[src/rtl/vga_timing_controller.sv]
// VGA raster generator: h/v counters with region FSMs, frame strobe/counter, and a DAC
// output stage whose sync/blank are delayed to match the object-mux pipeline latency.
module vga_timing_controller #(
    parameter int unsigned H_ACTIVE    = 640,
    parameter int unsigned H_FP        = 16,
    parameter int unsigned H_SYNC      = 96,
    parameter int unsigned H_BP        = 48,
    parameter int unsigned V_ACTIVE    = 480,
    parameter int unsigned V_FP        = 10,
    parameter int unsigned V_SYNC      = 2,
    parameter int unsigned V_BP        = 33,
    parameter int unsigned MUX_LATENCY = 1
) (
    input  logic        clk,
    input  logic        resetN,
    input  logic [7:0]  redIn,
    input  logic [7:0]  greenIn,
    input  logic [7:0]  blueIn,
    output logic [10:0] pixelX,
    output logic [10:0] pixelY,
    output logic        startOfFrame,
    output logic [7:0]  frameCount,
    output logic [7:0]  vgaR,
    output logic [7:0]  vgaG,
    output logic [7:0]  vgaB,
    output logic        hSyncN,
    output logic        vSyncN,
    output logic        blankN
);

    localparam logic [10:0] H_LAST_VIS = 11'(H_ACTIVE - 1);
    localparam logic [10:0] H_LAST_FP  = 11'(H_ACTIVE + H_FP - 1);
    localparam logic [10:0] H_LAST_SYN = 11'(H_ACTIVE + H_FP + H_SYNC - 1);
    localparam logic [10:0] H_LAST     = 11'(H_ACTIVE + H_FP + H_SYNC + H_BP - 1);
    localparam logic [10:0] V_LAST_VIS = 11'(V_ACTIVE - 1);
    localparam logic [10:0] V_LAST_FP  = 11'(V_ACTIVE + V_FP - 1);
    localparam logic [10:0] V_LAST_SYN = 11'(V_ACTIVE + V_FP + V_SYNC - 1);
    localparam logic [10:0] V_LAST     = 11'(V_ACTIVE + V_FP + V_SYNC + V_BP - 1);

    typedef enum logic [1:0] {HS_VIS, HS_FP, HS_SYN, HS_BP} h_state_t;
    typedef enum logic [1:0] {VS_VIS, VS_FP, VS_SYN, VS_BP} v_state_t;

    h_state_t    h_state_q, h_state_d;
    v_state_t    v_state_q, v_state_d;
    logic [10:0] hCount_q, hCount_d;
    logic [10:0] vCount_q, vCount_d;
    logic [7:0]  frame_q, frame_d;
    logic        sof_q, sof_d;
    logic        h_wrap, v_wrap;

    logic [2:0]  raw;   // {hs, vs, vis} for the pixel currently presented
    logic [2:0]  del;   // same, aligned with the RGB arriving from the mux

    logic [7:0]  r_q, g_q, b_q;
    logic        hs_q, vs_q, bl_q;

    always_ff @(posedge clk or negedge resetN) begin
        if (!resetN) begin
            h_state_q <= HS_VIS;
            v_state_q <= VS_VIS;
            hCount_q  <= '0;
            vCount_q  <= '0;
            frame_q   <= '0;
            sof_q     <= 1'b0;
        end else begin
            h_state_q <= h_state_d;
            v_state_q <= v_state_d;
            hCount_q  <= hCount_d;
            vCount_q  <= vCount_d;
            frame_q   <= frame_d;
            sof_q     <= sof_d;
        end
    end

    always_comb begin
        h_wrap    = (hCount_q == H_LAST);
        v_wrap    = (vCount_q == V_LAST);
        hCount_d  = h_wrap ? '0 : hCount_q + 11'd1;
        vCount_d  = vCount_q;
        frame_d   = frame_q;
        // Strobe is registered so it lands in the same clock that presents (0,0)
        sof_d     = h_wrap && v_wrap;
        h_state_d = h_state_q;
        v_state_d = v_state_q;

        if (h_wrap) begin
            vCount_d = v_wrap ? '0 : vCount_q + 11'd1;
            if (v_wrap) frame_d = frame_q + 8'd1;
        end

        case (h_state_q)
            HS_VIS: if (hCount_q == H_LAST_VIS) h_state_d = HS_FP;
            HS_FP:  if (hCount_q == H_LAST_FP)  h_state_d = HS_SYN;
            HS_SYN: if (hCount_q == H_LAST_SYN) h_state_d = HS_BP;
            HS_BP:  if (h_wrap)                 h_state_d = HS_VIS;
            default:                            h_state_d = HS_VIS;
        endcase

        if (h_wrap) begin
            case (v_state_q)
                VS_VIS: if (vCount_q == V_LAST_VIS) v_state_d = VS_FP;
                VS_FP:  if (vCount_q == V_LAST_FP)  v_state_d = VS_SYN;
                VS_SYN: if (vCount_q == V_LAST_SYN) v_state_d = VS_BP;
                VS_BP:  if (v_wrap)                 v_state_d = VS_VIS;
                default:                            v_state_d = VS_VIS;
            endcase
        end
    end

    assign raw = {h_state_q != HS_SYN, v_state_q != VS_SYN,
                  (h_state_q == HS_VIS) && (v_state_q == VS_VIS)};

    if (MUX_LATENCY == 0) begin : g_nopipe
        assign del = raw;
    end else begin : g_pipe
        logic [2:0] pipe_q [MUX_LATENCY];

        always_ff @(posedge clk or negedge resetN) begin
            if (!resetN) begin
                for (int unsigned i = 0; i < MUX_LATENCY; i++) pipe_q[i] <= 3'b110;
            end else begin
                pipe_q[0] <= raw;
                for (int unsigned i = 1; i < MUX_LATENCY; i++) pipe_q[i] <= pipe_q[i-1];
            end
        end

        assign del = pipe_q[MUX_LATENCY-1];
    end

    always_ff @(posedge clk or negedge resetN) begin
        if (!resetN) begin
            r_q  <= '0;
            g_q  <= '0;
            b_q  <= '0;
            hs_q <= 1'b1;
            vs_q <= 1'b1;
            bl_q <= 1'b0;
        end else begin
            hs_q <= del[2];
            vs_q <= del[1];
            bl_q <= del[0];
            if (del[0]) begin
                r_q <= redIn;
                g_q <= greenIn;
                b_q <= blueIn;
            end else begin
                r_q <= '0;
                g_q <= '0;
                b_q <= '0;
            end
        end
    end

    assign pixelX       = hCount_q;
    assign pixelY       = vCount_q;
    assign startOfFrame = sof_q;
    assign frameCount   = frame_q;
    assign vgaR         = r_q;
    assign vgaG         = g_q;
    assign vgaB         = b_q;
    assign hSyncN       = hs_q;
    assign vSyncN       = vs_q;
    assign blankN       = bl_q;

endmodule
[config.mk]
export PLATFORM = sky130hd
export DESIGN_NAME = vga_timing_controller
export DESIGN_NICKNAME = d
export VERILOG_FILES = /design/src/rtl/vga_timing_controller.sv
export SDC_FILE = /design/constraint.sdc
export NUM_CORES = 1
export LEC_CHECK = 0
export CAP_MARGIN = 20
export CORE_AREA = 2 2 111 113
export CTS_BUF_LIST = sky130_fd_sc_hd__clkbuf_4 sky130_fd_sc_hd__clkbuf_8
export CTS_CLUSTER_DIAMETER = 30
export CTS_CLUSTER_SIZE = 8
export DETAILED_ROUTE_END_ITERATION = 12
export DIE_AREA = 0 0 113 115
export PLACE_DENSITY = 0.49
export SLEW_MARGIN = 15
export SYNTH_ARGS = -nofsm -noshare
export SYNTH_HDL_FRONTEND = slang
export SYNTH_SLANG_ARGS = --single-unit
[constraint.sdc]
create_clock -name clk -period 3.7 [get_ports clk]
set_input_delay 0.37 -clock clk [delete_from_list [all_inputs] [get_ports clk]]
set_output_delay 0.37 -clock clk [all_outputs]
set_load 0.03 [all_outputs]
==> qor.txt, run 1 <==
Die Height: 115 um
Final min period: 2.260 ns
Largest family of logic cells by synthesized area: simple AND/OR/NAND/NOR gates
Die width: 113 um
Via count: 1,959
IO Port Bufs: 83
Area fraction in compound gates after synthesis: 2.834%
Final #Nets: 359
Largest net degree at the start of global routing: 35
Initial antenna violation count: 0
Synth Area in Adders: 6.748%
Routed wire per std cell: 13.46 um
Clock insertion delay at the later pin of the skew report: 0.35 ns
Initial Util: 23.55%
Gr usage total: 10.39%
Vias in the first global route: 1,972
RSZ-0062 raised after global routing: false
DRT iter0 DRCs: 56
Netlist cell types: 40
Final hold viol count: 0
Die Footprint: 13,000 um^2
Crit end category: flip-flop
Max clock buf depth: 2
Clock power frac: 41.8%
Worst Path Required: 3.94 ns
Global-route wire length before repair: 10.43 mm
Layout cell share with drive strength beyond 1: 8.978%
Net Sw Frac: 23.07%
Post-CTS setup buffers: 0
M2 GR Usage: 14.41%
GR Overflow Total: 0
Synth Flop Type: dfrtp_1
Clock transition at path regs: 0.07 ns
Fraction of synthesized area in multiplexers: 2.069%
XOR/XNOR share of the synthesized area: 7.557%
Pwr Total: 1.429 mW
Peak supply drop: 0.1779 mV
Crit share post-route: 61.09%
Post-DP HPWL: 4.487 mm
Row count: 40
Fill count: 1,218
Synth Register Bits: 65
CTS tree: done
Asr flop ratio synth: 100.0%
CP Class: reg -> reg
Simple-Gate Fraction of Synth Area: 19.93%
Met1 usage: 14.52%
Synth Net Count: 268
Worst setup SP type: flip-flop
Fmax achieved: 442.4 MHz
Clock Tree Root: clkbuf_8
Commonest cells after routing, fill and taps aside: clkdlybuf4s50_1, dfrtp_1, and2_1
ANT nets after route: 0
Warnings from Yosys: 0
Syn avg cell area: 12.25 um^2
Most common cell after layout, fill and taps aside: clkdlybuf4s50_1
Post-Route Skew: 0.01005 ns
TritonCTS Sinks: 65
Failing checks: design-rule violations
Sequential share of power: 50.9%
Register area share after synthesis: 58.66%
CTS-repair resized insts: 0
Synthesized area: 2781 um^2
Hold Buf Count CTS: 0
I/O pin count: 84
Max_cap viols: 0
PD cells: 360.0 nW/um^2
Placer Congestion: 0.7303
N_diodes: 0
P&R area growth vs syn: 42.74%
Slew HR: 50.42%
Hold crit path type: in -> async
Outcome: complete, but fails checks
Number of CTS-inserted buffers: 9
Setup TNS Final: 0 ns
Routed WL: 6.326 mm
First-pass DRT Iterations: 8
Setup violations, final: 0
Fin. max-slew vios: 0
Synth area leader: dfrtp_1
Area contributors post-synth: dfrtp_1, ha_1, and2_1
Crit-path max FO: 13
Worst Path Arrival: 2.50 ns
Logic gate share of total power: 7.3%
NetSw: 0.3298 mW
Synth top area share: 54.88%
GR peak layer: met1
Core area: 11,810 um^2
Met3 Resource Use GR: 2.741%
EDFF count, synth: 0
DRC errors left: 11
Syn Inst Count: 227
Vias per std cell: 4.168
Int Pwr: 1.100 mW
H-tree levels: 3
Worst slew pin tran: 0.7437 ns
Leak: 1.762 nW
## final cells by class
class	instances	area, um^2	share of cell area, %
Clock buffer	10	137.6	3.467
Clock inverter	6	57.56	1.450
Inverter	10	37.54	0.9455
Multi-Input combinational cell	148	1089	27.42
Sequential cell	65	1632	41.10
Tap cell	147	183.9	4.633
Timing Repair Buffer	84	833.3	20.99
## sequential cells by signal, summed over array words and instances (netlist names)
signal and cells:
vgaG 8, hSyncN 1, blankN 1, h_state_q 2, vgaR 8, vSyncN 1
frameCount 8, pixelX 11, v_state_q 2, pixelY 11, del 3, vgaB 8
startOfFrame 1
## cells by family (layout without fill, tap and decap cells)
logic type / Yosys count / after routing
DFF: 65 / 65
and+or+nand+nor: 93 / 93
AOI/OAI and AO/OA: 11 / 11
buffers and inverters: 14 / 110
xor gates and xnor gates: 24 / 24
adders and majority gates: 15 / 15
muxes: 5 / 5
## metrics by stage
step / util [%] / std cells / worst slack [ns] / hold slack [ns] / area, um^2
floorplan: - / 227 / 1.714 / 0.07441 / 2781
detailed placement: 31.96 / 454 / 1.441 / 0.3475 / 3775
global placement: 31.96 / 454 / 1.585 / 0.3457 / 3775
finish: 33.61 / 470 / 1.440 / 0.08585 / 3970
global route: 33.61 / 470 / 1.251 / 0.1491 / 3970
CTS: 33.61 / 470 / 1.401 / 0.09757 / 3970
## path summary, 6_finish.rpt
path / end / start / cells after the start / slack, ns
max reg2reg: frameCount[1]$_DFFE_PN0P_ / pixelY[0]$_DFFE_PN0N_ / 6 / 1.44
max in group asynchronous: vSyncN$_DFF_PN1_ / resetN / 2 / 2.68
max: frameCount[1]$_DFFE_PN0P_ / pixelY[0]$_DFFE_PN0N_ / 6 / 1.44
min: vgaB[0]$_DFF_PN0_ / resetN / 1 / 0.09
min in group clk: hSyncN$_DFF_PN1_ / del[2]$_DFF_PN1_ / 0 / 0.36
min reg2reg: hSyncN$_DFF_PN1_ / del[2]$_DFF_PN1_ / 0 / 0.36
## synthesized netlist by cell type (all sizes together), types with 2 or more instances
cell type,n
dfrtp,61
and2,27
xnor2,12
mux2i,2
and4,3
nand2,14
and3b,2
nor2,15
a21oi,2
clkbuf,2
and3,7
dfstp,4
mux2,3
o21ai,4
nand4,12
ha,15
inv,10
xor2,12
and4bb,3
buf,2
nand3,3
## power groups by stage
stage	Combinational, mW	Sequential, mW	Clock [mW]
2_1_floorplan	0.00883	0.769	0
3_3_place_gp	0.107	0.740	0
3_5_place_dp	0.106	0.741	0
4_1_cts	0.107	0.727	0.632
5_1_grt	0.112	0.728	0.664
6_report	0.104	0.727	0.598
## per-layer routing
| layer | up-vias | wire length (um) | part of all wire (%) |
|---|---|---|---|
| met3 | 12 | 424 | 6.7 |
| met2 | 66 | 2621 | 41 |
| met5 | - | 0 | 0 |
| met4 | 0 | 161 | 2.5 |
| met1 | 927 | 3119 | 49 |
| li1 | 954 | - | - |
## critical path, stage by stage, from the launching register on
cell and delay (ns):
dfrtp_1 0.44, inv_1 0.12, ha_1 0.15, nor4bb_1 0.31, nand4b_1 0.26, nor2_2 0.47
mux2_2 0.39
Power figures use the tool's default switching activity.
==> run 2: changes to the inputs <==
Clock period 3.7 ns to 2.4 ns, I/O delays scaled along.
==> qor.txt, run 2 (same netlist as run 1, synthesis figures left out) <==
Outcome: complete, but fails checks
Failing checks: design-rule violations
Met3 Resource Use GR: 3.479%
Met1 usage: 13.92%
H-tree levels: 3
DRC errors left: 11
Setup violations, final: 0
GR Overflow Total: 0
Flop2flop setup slack: 0.35 ns
Fmax achieved: 488.0 MHz
M2 GR Usage: 15.77%
Initial Util: 23.55%
Placer Congestion: 0.7378
Crit end category: flip-flop
Row count: 40
Clock transition at path regs: 0.08 ns
Via count: 1,995
Core area: 11,810 um^2
Post-layout util: 34.22%
Final hold viol count: 0
Largest net degree at the start of global routing: 58
Clock Tree Root: clkbuf_8
N_diodes: 0
Hold Buf Count CTS: 1
Clock insertion delay at the later pin of the skew report: 0.34 ns
Gr usage total: 10.45%
Number of CTS-inserted buffers: 9
Post-DP HPWL: 4.410 mm
First-pass DRT Iterations: 8
Initial antenna violation count: 0
P&R area growth vs syn: 45.30%
Final #Nets: 362
PD cells: 581.1 nW/um^2
GR peak layer: met2
Crit-path max FO: 8
Crit share post-route: 85.38%
Fill count: 1,208
Max_cap viols: 0
Routed WL: 6.354 mm
Vias per std cell: 4.218
I/O pin count: 84
Leak: 1.785 nW
DRT iter0 DRCs: 73
Worst setup SP type: flip-flop
Slew HR: 63.07%
Setup TNS Final: 0 ns
Most common cell after layout, fill and taps aside: clkdlybuf4s50_1
DP Worst Slack: 0.3635 ns
Layout cell share with drive strength beyond 1: 9.509%
Post-CTS setup buffers: 0
Die Height: 115 um
Worst hold margin: 0.2950 ns
Peak supply drop: 0.3263 mV
TritonCTS Sinks: 65
Final min period: 2.049 ns
ANT nets after route: 0
CTS tree: done
Post-Route Skew: 0.007630 ns
Min setup slack post-route: 0.3510 ns
IO Port Bufs: 83
Max clock buf depth: 2
CP Class: reg -> reg
Worst Path Required: 2.63 ns
Fin. max-slew vios: 0
RSZ-0062 raised after global routing: false
Hold crit path type: in -> async
Worst slew pin tran: 0.5540 ns
Routed wire per std cell: 13.43 um
Global-route wire length before repair: 10.60 mm
Die Footprint: 13,000 um^2
Die width: 113 um
Worst Path Arrival: 2.28 ns
Commonest cells after routing, fill and taps aside: clkdlybuf4s50_1, dfrtp_1, and2_1
Vias in the first global route: 2,066
CTS-repair resized insts: 0
[run 2: cell count changes in the layout (fill, tap and decap cells not counted)]
cell           before  now
bufinv_16           1    2
dlygate4sd3_1       0    1
clkinvlp_4          1    3
buf_12              0    1
clkinv_4            0    1
clkinv_2            4    0
buf_4               1    2
[run 2: worst paths after layout]
path,from,endpoint,cells after the start
worst max-delay path,pixelY[0]$_DFFE_PN0N_,frameCount[1]$_DFFE_PN0P_,6
worst max register to register,pixelY[0]$_DFFE_PN0N_,frameCount[1]$_DFFE_PN0P_,6
max in group asynchronous,resetN,vSyncN$_DFF_PN1_,3
min in group clk,del[1]$_DFF_PN1_,vSyncN$_DFF_PN1_,0
worst min-delay path,resetN,vgaR[6]$_DFF_PN0_,2
worst min register to register,del[1]$_DFF_PN1_,vSyncN$_DFF_PN1_,0
[run 2: final cells by class]
| class | instances | area (um^2) | share of cell area, % |
|---|---|---|---|
| clock inverters | 6 | 91.34 | 2.260 |
| clock buffers | 10 | 137.6 | 3.406 |
| multi-input cells | 148 | 1089 | 26.93 |
| inverters | 10 | 37.54 | 0.9288 |
| repair buffers | 87 | 870.8 | 21.55 |
| flip-flops and latches | 65 | 1632 | 40.37 |
| well taps | 147 | 183.9 | 4.551 |
[run 2: worst max-delay path, cell delays in order (launching register included)]
cell and delay, ns:
dfrtp_1 0.44, inv_1 0.11, ha_1 0.15, nor4bb_1 0.28, nand4b_1 0.24, nor2_2 0.34, mux2_2 0.38
[run 2: through the flow]
step	power, mW	cells	area [um^2]
floorplan	1.199	227	2781
global placement	1.308	456	3802
detailed placement	1.308	456	3802
CTS	2.398	473	4041
global route	2.452	473	4041
finish	2.348	473	4041
[run 2: power by group]
| group | internal [mW] | total, mW | switching [mW] |
|---|---|---|---|
| logic | 0.0830 | 0.165 | 0.0824 |
| clock network | 0.614 | 1.06 | 0.448 |
| registers | 1.12 | 1.12 | 0.00515 |
| total | 1.81 | 2.35 | 0.536 |
[run 2: routing by layer]
metal | wire length, um | part of all wire, %
met4 | 88 | 1.4
met3 | 442 | 7.0
met1 | 3007 | 47
met2 | 2816 | 44
met5 | 0 | 0
